===== src/rtl/maze_wall_follower_if.sv =====
// Cell-memory port between the wall follower (master) and the 64x64 maze store (slave).
interface maze_wall_follower_if;
    logic [5:0] row;
    logic [5:0] col;
    logic       oe;
    logic       we;
    logic       maze_in;

    // No backpressure: oe is a one-cycle read request whose cell bit 0 appears on
    // maze_in the following cycle; we is a one-cycle path-mark write of cell[row][col].
    // The store accepts every strobe; oe and we are never high together.
    modport master (output row, col, oe, we, input maze_in);
    modport slave  (input row, col, oe, we, output maze_in);
endinterface


===== src/rtl/maze_wall_follower.sv =====
// Right-hand-rule maze walker: probes neighbours through the cell-memory port,
// marks each entered cell, and stops on a border exit (done) or when trapped (stuck).
module maze_wall_follower #(
    parameter logic [15:0] MAX_STEPS = 16'hFFFF
) (
    input  logic                        clk,
    input  logic                        rst,
    input  logic [5:0]                  starting_row_i,
    input  logic [5:0]                  starting_col_i,
    maze_wall_follower_if.master        mem,
    output logic                        done_o,
    output logic                        stuck_o,
    output logic [15:0]                 steps_o,
    output logic [2:0]                  state_o,
    output logic [1:0]                  dir_o
);
    localparam logic [2:0] S_INIT  = 3'd0;
    localparam logic [2:0] S_MARK0 = 3'd1;
    localparam logic [2:0] S_PROBE = 3'd2;
    localparam logic [2:0] S_EVAL  = 3'd3;
    localparam logic [2:0] S_WALL  = 3'd4;
    localparam logic [2:0] S_MOVE  = 3'd5;
    localparam logic [2:0] S_DONE  = 3'd6;
    localparam logic [2:0] S_STUCK = 3'd7;

    logic [2:0]  state_q, state_d;
    logic [5:0]  cur_r_q, cur_r_d, cur_c_q, cur_c_d;
    logic [1:0]  dir_q, dir_d, try_q, try_d;
    logic [2:0]  fails_q, fails_d;
    logic [15:0] steps_q, steps_d;
    logic [5:0]  last_r_q, last_r_d, last_c_q, last_c_d;

    logic [5:0]  cand_r, cand_c;
    logic        cand_ok, cand_border;
    logic        drive_en, oe_w, we_w;
    logic [5:0]  drive_r, drive_c;

    // Candidate neighbour; cand_ok is low when the step would leave the 6-bit grid.
    always_comb begin
        cand_r  = cur_r_q;
        cand_c  = cur_c_q;
        cand_ok = 1'b1;
        case (try_q)
            2'd0: begin cand_r = cur_r_q - 6'd1; cand_ok = (cur_r_q != 6'd0);  end
            2'd1: begin cand_c = cur_c_q + 6'd1; cand_ok = (cur_c_q != 6'd63); end
            2'd2: begin cand_r = cur_r_q + 6'd1; cand_ok = (cur_r_q != 6'd63); end
            default: begin cand_c = cur_c_q - 6'd1; cand_ok = (cur_c_q != 6'd0); end
        endcase
        cand_border = (cand_r == 6'd0) || (cand_r == 6'd63) ||
                      (cand_c == 6'd0) || (cand_c == 6'd63);
    end

    always_comb begin
        drive_en = 1'b0;
        drive_r  = cand_r;
        drive_c  = cand_c;
        oe_w     = 1'b0;
        we_w     = 1'b0;
        case (state_q)
            S_MARK0: begin drive_en = 1'b1; drive_r = cur_r_q; drive_c = cur_c_q; we_w = 1'b1; end
            S_PROBE: begin drive_en = cand_ok; oe_w = cand_ok; end
            S_MOVE:  begin drive_en = 1'b1; we_w = 1'b1; end
            default: ;
        endcase
        last_r_d = drive_en ? drive_r : last_r_q;
        last_c_d = drive_en ? drive_c : last_c_q;
    end

    // Address holds its last driven value whenever no access is in progress.
    assign mem.row = drive_en ? drive_r : last_r_q;
    assign mem.col = drive_en ? drive_c : last_c_q;
    assign mem.oe  = oe_w;
    assign mem.we  = we_w;

    always_comb begin
        state_d = state_q;
        cur_r_d = cur_r_q;
        cur_c_d = cur_c_q;
        dir_d   = dir_q;
        try_d   = try_q;
        fails_d = fails_q;
        steps_d = steps_q;
        case (state_q)
            S_INIT: begin
                cur_r_d = starting_row_i;
                cur_c_d = starting_col_i;
                dir_d   = 2'd0;
                state_d = S_MARK0;
            end
            S_MARK0: begin
                try_d   = dir_q + 2'd1;
                fails_d = 3'd0;
                state_d = S_PROBE;
            end
            S_PROBE: state_d = cand_ok ? S_EVAL : S_WALL;
            S_EVAL:  state_d = mem.maze_in ? S_WALL : S_MOVE;
            S_WALL: begin
                fails_d = fails_q + 3'd1;
                try_d   = try_q - 2'd1;
                state_d = (fails_d == 3'd4) ? S_STUCK : S_PROBE;
            end
            S_MOVE: begin
                cur_r_d = cand_r;
                cur_c_d = cand_c;
                dir_d   = try_q;
                if (steps_q != MAX_STEPS) steps_d = steps_q + 16'd1;
                if (cand_border) begin
                    state_d = S_DONE;
                end else if (steps_d == MAX_STEPS) begin
                    state_d = S_STUCK;
                end else begin
                    try_d   = try_q + 2'd1;
                    fails_d = 3'd0;
                    state_d = S_PROBE;
                end
            end
            default: ;
        endcase
    end

    always_ff @(posedge clk or posedge rst) begin
        if (rst) begin
            state_q  <= S_INIT;
            cur_r_q  <= 6'd0;
            cur_c_q  <= 6'd0;
            dir_q    <= 2'd0;
            try_q    <= 2'd0;
            fails_q  <= 3'd0;
            steps_q  <= 16'd0;
            last_r_q <= 6'd0;
            last_c_q <= 6'd0;
        end else begin
            state_q  <= state_d;
            cur_r_q  <= cur_r_d;
            cur_c_q  <= cur_c_d;
            dir_q    <= dir_d;
            try_q    <= try_d;
            fails_q  <= fails_d;
            steps_q  <= steps_d;
            last_r_q <= last_r_d;
            last_c_q <= last_c_d;
        end
    end

    assign done_o  = (state_q == S_DONE);
    assign stuck_o = (state_q == S_STUCK);
    assign steps_o = steps_q;
    assign state_o = state_q;
    assign dir_o   = dir_q;
endmodule


===== src/flat_wrapper.sv =====
// flat-port wrapper written by rule: the top's interface ports become plain ports
module maze_wall_follower_flat 
#(
    parameter logic [15:0] MAX_STEPS = 16'hFFFF
)
  (clk, rst, starting_row_i, starting_col_i, done_o, stuck_o, steps_o, state_o, dir_o, mem_row, mem_col, mem_oe, mem_we, mem_maze_in);
  maze_wall_follower_if mem_i ();
  input  logic clk;
  input  logic rst;
  input  logic [5:0] starting_row_i;
  input  logic [5:0] starting_col_i;
  output logic done_o;
  output logic stuck_o;
  output logic [15:0] steps_o;
  output logic [2:0] state_o;
  output logic [1:0] dir_o;
  output wire logic [$bits(mem_i.row)-1:0] mem_row;
  output wire logic [$bits(mem_i.col)-1:0] mem_col;
  output wire logic [$bits(mem_i.oe)-1:0] mem_oe;
  output wire logic [$bits(mem_i.we)-1:0] mem_we;
  input wire logic [$bits(mem_i.maze_in)-1:0] mem_maze_in;
  assign mem_row = mem_i.row;
  assign mem_col = mem_i.col;
  assign mem_oe = mem_i.oe;
  assign mem_we = mem_i.we;
  assign mem_i.maze_in = mem_maze_in;
  maze_wall_follower #(.MAX_STEPS(MAX_STEPS)) u_core (.clk(clk), .rst(rst), .starting_row_i(starting_row_i), .starting_col_i(starting_col_i), .mem(mem_i), .done_o(done_o), .stuck_o(stuck_o), .steps_o(steps_o), .state_o(state_o), .dir_o(dir_o));
endmodule

===== config.mk =====
export PLATFORM = sky130hd
export DESIGN_NAME = maze_wall_follower_flat
export DESIGN_NICKNAME = d
export VERILOG_FILES = /design/src/rtl/maze_wall_follower_if.sv /design/src/rtl/maze_wall_follower.sv /design/src/flat_wrapper.sv
export SDC_FILE = /design/constraint.sdc
export NUM_CORES = 1
export LEC_CHECK = 0
export ABC_AREA = 1
export BUFFER_PORTS_ARGS = -buffer_cell sky130_fd_sc_hd__buf_2
export CORE_MARGIN = 1.5
export CORE_UTILIZATION = 55
export DETAILED_ROUTE_END_ITERATION = 8
export GPL_TIMING_DRIVEN = 0
export PLACE_DENSITY = 0.77
export SLEW_MARGIN = 20
export SYNTH_ARGS = -nofsm -noshare
export SYNTH_HDL_FRONTEND = slang
export SYNTH_SLANG_ARGS = --single-unit

===== constraint.sdc =====
create_clock -name clk -period 4.2 [get_ports clk]
set_input_delay 0.63 -clock clk [delete_from_list [all_inputs] [get_ports clk]]
set_output_delay 0.63 -clock clk [all_outputs]
set_load 0.005 [all_outputs]

==> out/metrics.cfg <==
[logic_synthesis]
synth_warnings=0
postSynthCellCount=545
synth_common_cells=nand2_1, inv_1, nand3_1, nor2_1, dfrtp_1
synth_top_cell_by_area=dfrtp_1
yosys.cell_types.count=33
synth_top_family_by_area=simple AND/OR/NAND/NOR gates
synth-seq-cells=50
synth_adder_area_share_pct=6.27
synthXorXnorAreaFrac_pct=1.93
synthSimpleGateAreaFrac_pct=39.3
synth_area_mm2=0.00363
synth_area_leaders=dfrtp_1, nand2_1, nand3_1
synth_top_area_share_pct=34.5
muxShareOfSynthArea_pct=0
syn_area_per_cell_um2=6.66
synth-edff-count=0
syn-num-nets=577
yosysSeqAreaShare_pct=34.5
synth_compound_gate_area_share_pct=9.96
async_flop_share_pct=100
synthFlopType=dfrtp_1
synthMostInstantiatedCell=nand2_1

[critical_path]
crit_path_start_kind=flop
endpoint_kind=primary output
rrSetupSlack_ps=1090
reg2regPathDepth=15
critPathMaxFanout=8
critPathBufInv=4
crit_chain=inv_1 > ha_1 > inv_1 > ha_1 > inv_1 > nand2_1 > nand3_1 > nand3_1 > nand2_1 > nand2_1 > nand2_1 > nor2_1 > o21ai_0 > buf_2
r2r_end=u_core.try_q[0]
crit_top_cell=nand2_1
cp.required_ps=3570
cp_top_family=buffers and inverters
cp.arrival_ps=3000
crit_type=flop to primary output
reg2reg_from=u_core.try_q[0]
slowest_delay_ps=510
path_depth=14
cp_slowest_cell=dfrtp_1

[finish]
postLayoutCoreUtil_pct=64.7
fillers=620
nets=636
regArea_mm2=0.00125
num_antenna_cells=0
multi_input_area_mm2=0.00209
drive_gt1_share_pct=13.4
area_delta_synth_final_pct=13.2

[routing]
top_layer_used=met4
detail-route-antenna-nets=0
drc_errors=0
wl_met1_um=4210
wl_met3_um=422
wl_per_cell_um=14.2
wl_met2_um=4830
viasPerCell=5.51
drt_iter0_drc=181
vias=3756
first_pass_iters=5
wirelength_um=9720

[cts]
path_clk_slew_ps=100
h-tree-depth=2
post_cts_buffers=0
cts.path.max_buffers=2
cts_buffers=5
clkLatencyLatePin_ps=320
cts.sinks=50
ctsHoldBuffers=0
cts_resized=0
root_buffer=clkbuf_8
cts_tree=built

[floorplan]
die_w_um=84.3
die_h_um=84.3
dieArea_mm2=0.00710
start_util_pct=57.2
row_count=29
core_area_mm2=0.00635
io_pins=52

[sta]
tightestPinTransition_ps=618
setup_ws_ps=569
fin_crit_ps=3630
tns_ps=0
max_slew_margin_pct=58.6
finalCritPeriodShare_pct=86.4
max_freq_ghz=0.275
hold_viol=0
rsz0062_at_grt=false
fin_worst_skew_ps=9.81
final-max-slew-violation-count=0
setup_viol=0

[grt]
grt_max_degree=31
overflow=0
grt.total_usage_pct=28.7
grt_pass1_vias=3664
grt_pass1_wl_um=16500
antenna_found_initial=0

[placement]
dp_hpwl_um=7600
port_buffers=51
gp_congestion=0.949
pre_cts_ws_ps=933

[power]
ir_drop_v=0.000476
power.leakage_nw=2.16
power_density_mw_per_mm2=809
fin_total_pwr_mw=3.33

[worst_hold_path]
hold_class=input port to async pin

[run]
drv_cap=0

[status]
status=complete, no violations

[sequential cells by signal, summed over array words and instances, names as in the netlist]
signal,cells
u_core.cur_r_q,6
u_core.last_c_q,6
u_core.fails_q,3
u_core.dir_o,2
u_core.cur_c_q,6
u_core.last_r_q,6
u_core.try_q,2
u_core.steps_o,16
u_core.state_o,3
[layout make-up]
class / instances / share of cell area, %
sequential: 50 / 30.4
tap: 77 / 2.34
timing repair buffer: 52 / 6.70
clock buffer: 5 / 1.67
clock inverter: 3 / 0.974
multi-input combinational: 420 / 50.7
buffer: 13 / 1.49
inverter: 62 / 5.66
[how the worst max path moves through the flow]
stage / from / to / slack, ps
global route: u_core.try_q[0] / mem_row[5] / 290
global placement: u_core.try_q[0] / mem_row[5] / 1060
floorplan: u_core.try_q[0] / mem_row[5] / 1510
CTS: u_core.try_q[0] / mem_row[5] / 570
detailed placement: u_core.try_q[0] / mem_row[5] / 930
finish: u_core.try_q[0] / mem_row[5] / 570
[cell families (layout without fill, tap and decap cells)]
family,after synthesis,after routing
AO/OA/AOI/OAI,63,63
XOR/XNOR,8,8
adder cells (fa/ha/maj),17,17
buffers and inverters,75,135
flip-flops,50,50
AND/OR/NAND/NOR,332,332
[worst register-to-register path, cell delays in order, from the launching register on]
cell and delay (ps):
dfrtp_1 510, inv_1 140, ha_1 260, inv_1 250, fa_1 460, o21ai_0 400
nor2_1 70, and2_1 140, nand3_1 70, nand2_1 50, nand2_1 50, nand3_1 130
nand2_1 180, nand3_2 140, nand2_1 100, nand2_1 50
[report_power, final]
part / leakage (nW) / internal [mW] / switching (mW)
registers: 0.632 / 0.659 / 0.187
logic: 1.47 / 0.762 / 1.37
clock network: 0.0579 / 0.176 / 0.174
[layout by cell type (no fill, tap or decap), types with 2 or more instances in the layout]
master,instances
o21ai_0,35
inv_1,59
o21ai_1,2
buf_2,55
clkinv_2,2
a21oi_1,8
nor3_1,4
inv_2,3
nor2_1,53
nand3_1,56
nor4_1,2
clkbuf_1,7
o311ai_0,2
nand2_2,3
ha_1,15
a31oi_1,7
nand3b_1,2
or2_2,3
nor2_4,3
o211ai_1,3
nand2_1,189
xnor2_1,2
fa_1,2
clkbuf_8,5
nand4_1,12
o221ai_1,6
xor2_1,6
dfrtp_1,50
[per-stage QoR]
step / instance area (um^2) / hold WS [ps] / std cells
final: 4110 / 319 / 682
after global routing: 4110 / 368 / 682
after CTS: 4110 / 339 / 682
after detailed placement: 4000 / 460 / 674
after global placement: 3980 / 458 / 673
after floorplan: 3630 / 442 / 545
[per-layer routing]
metal	global-route usage, %	up-vias
met1	35.1	1732
met5	0	-
li1	-	1889
met2	50.4	113
met4	12.4	0
met3	4.33	22
(Power assumes the default switching activity.)
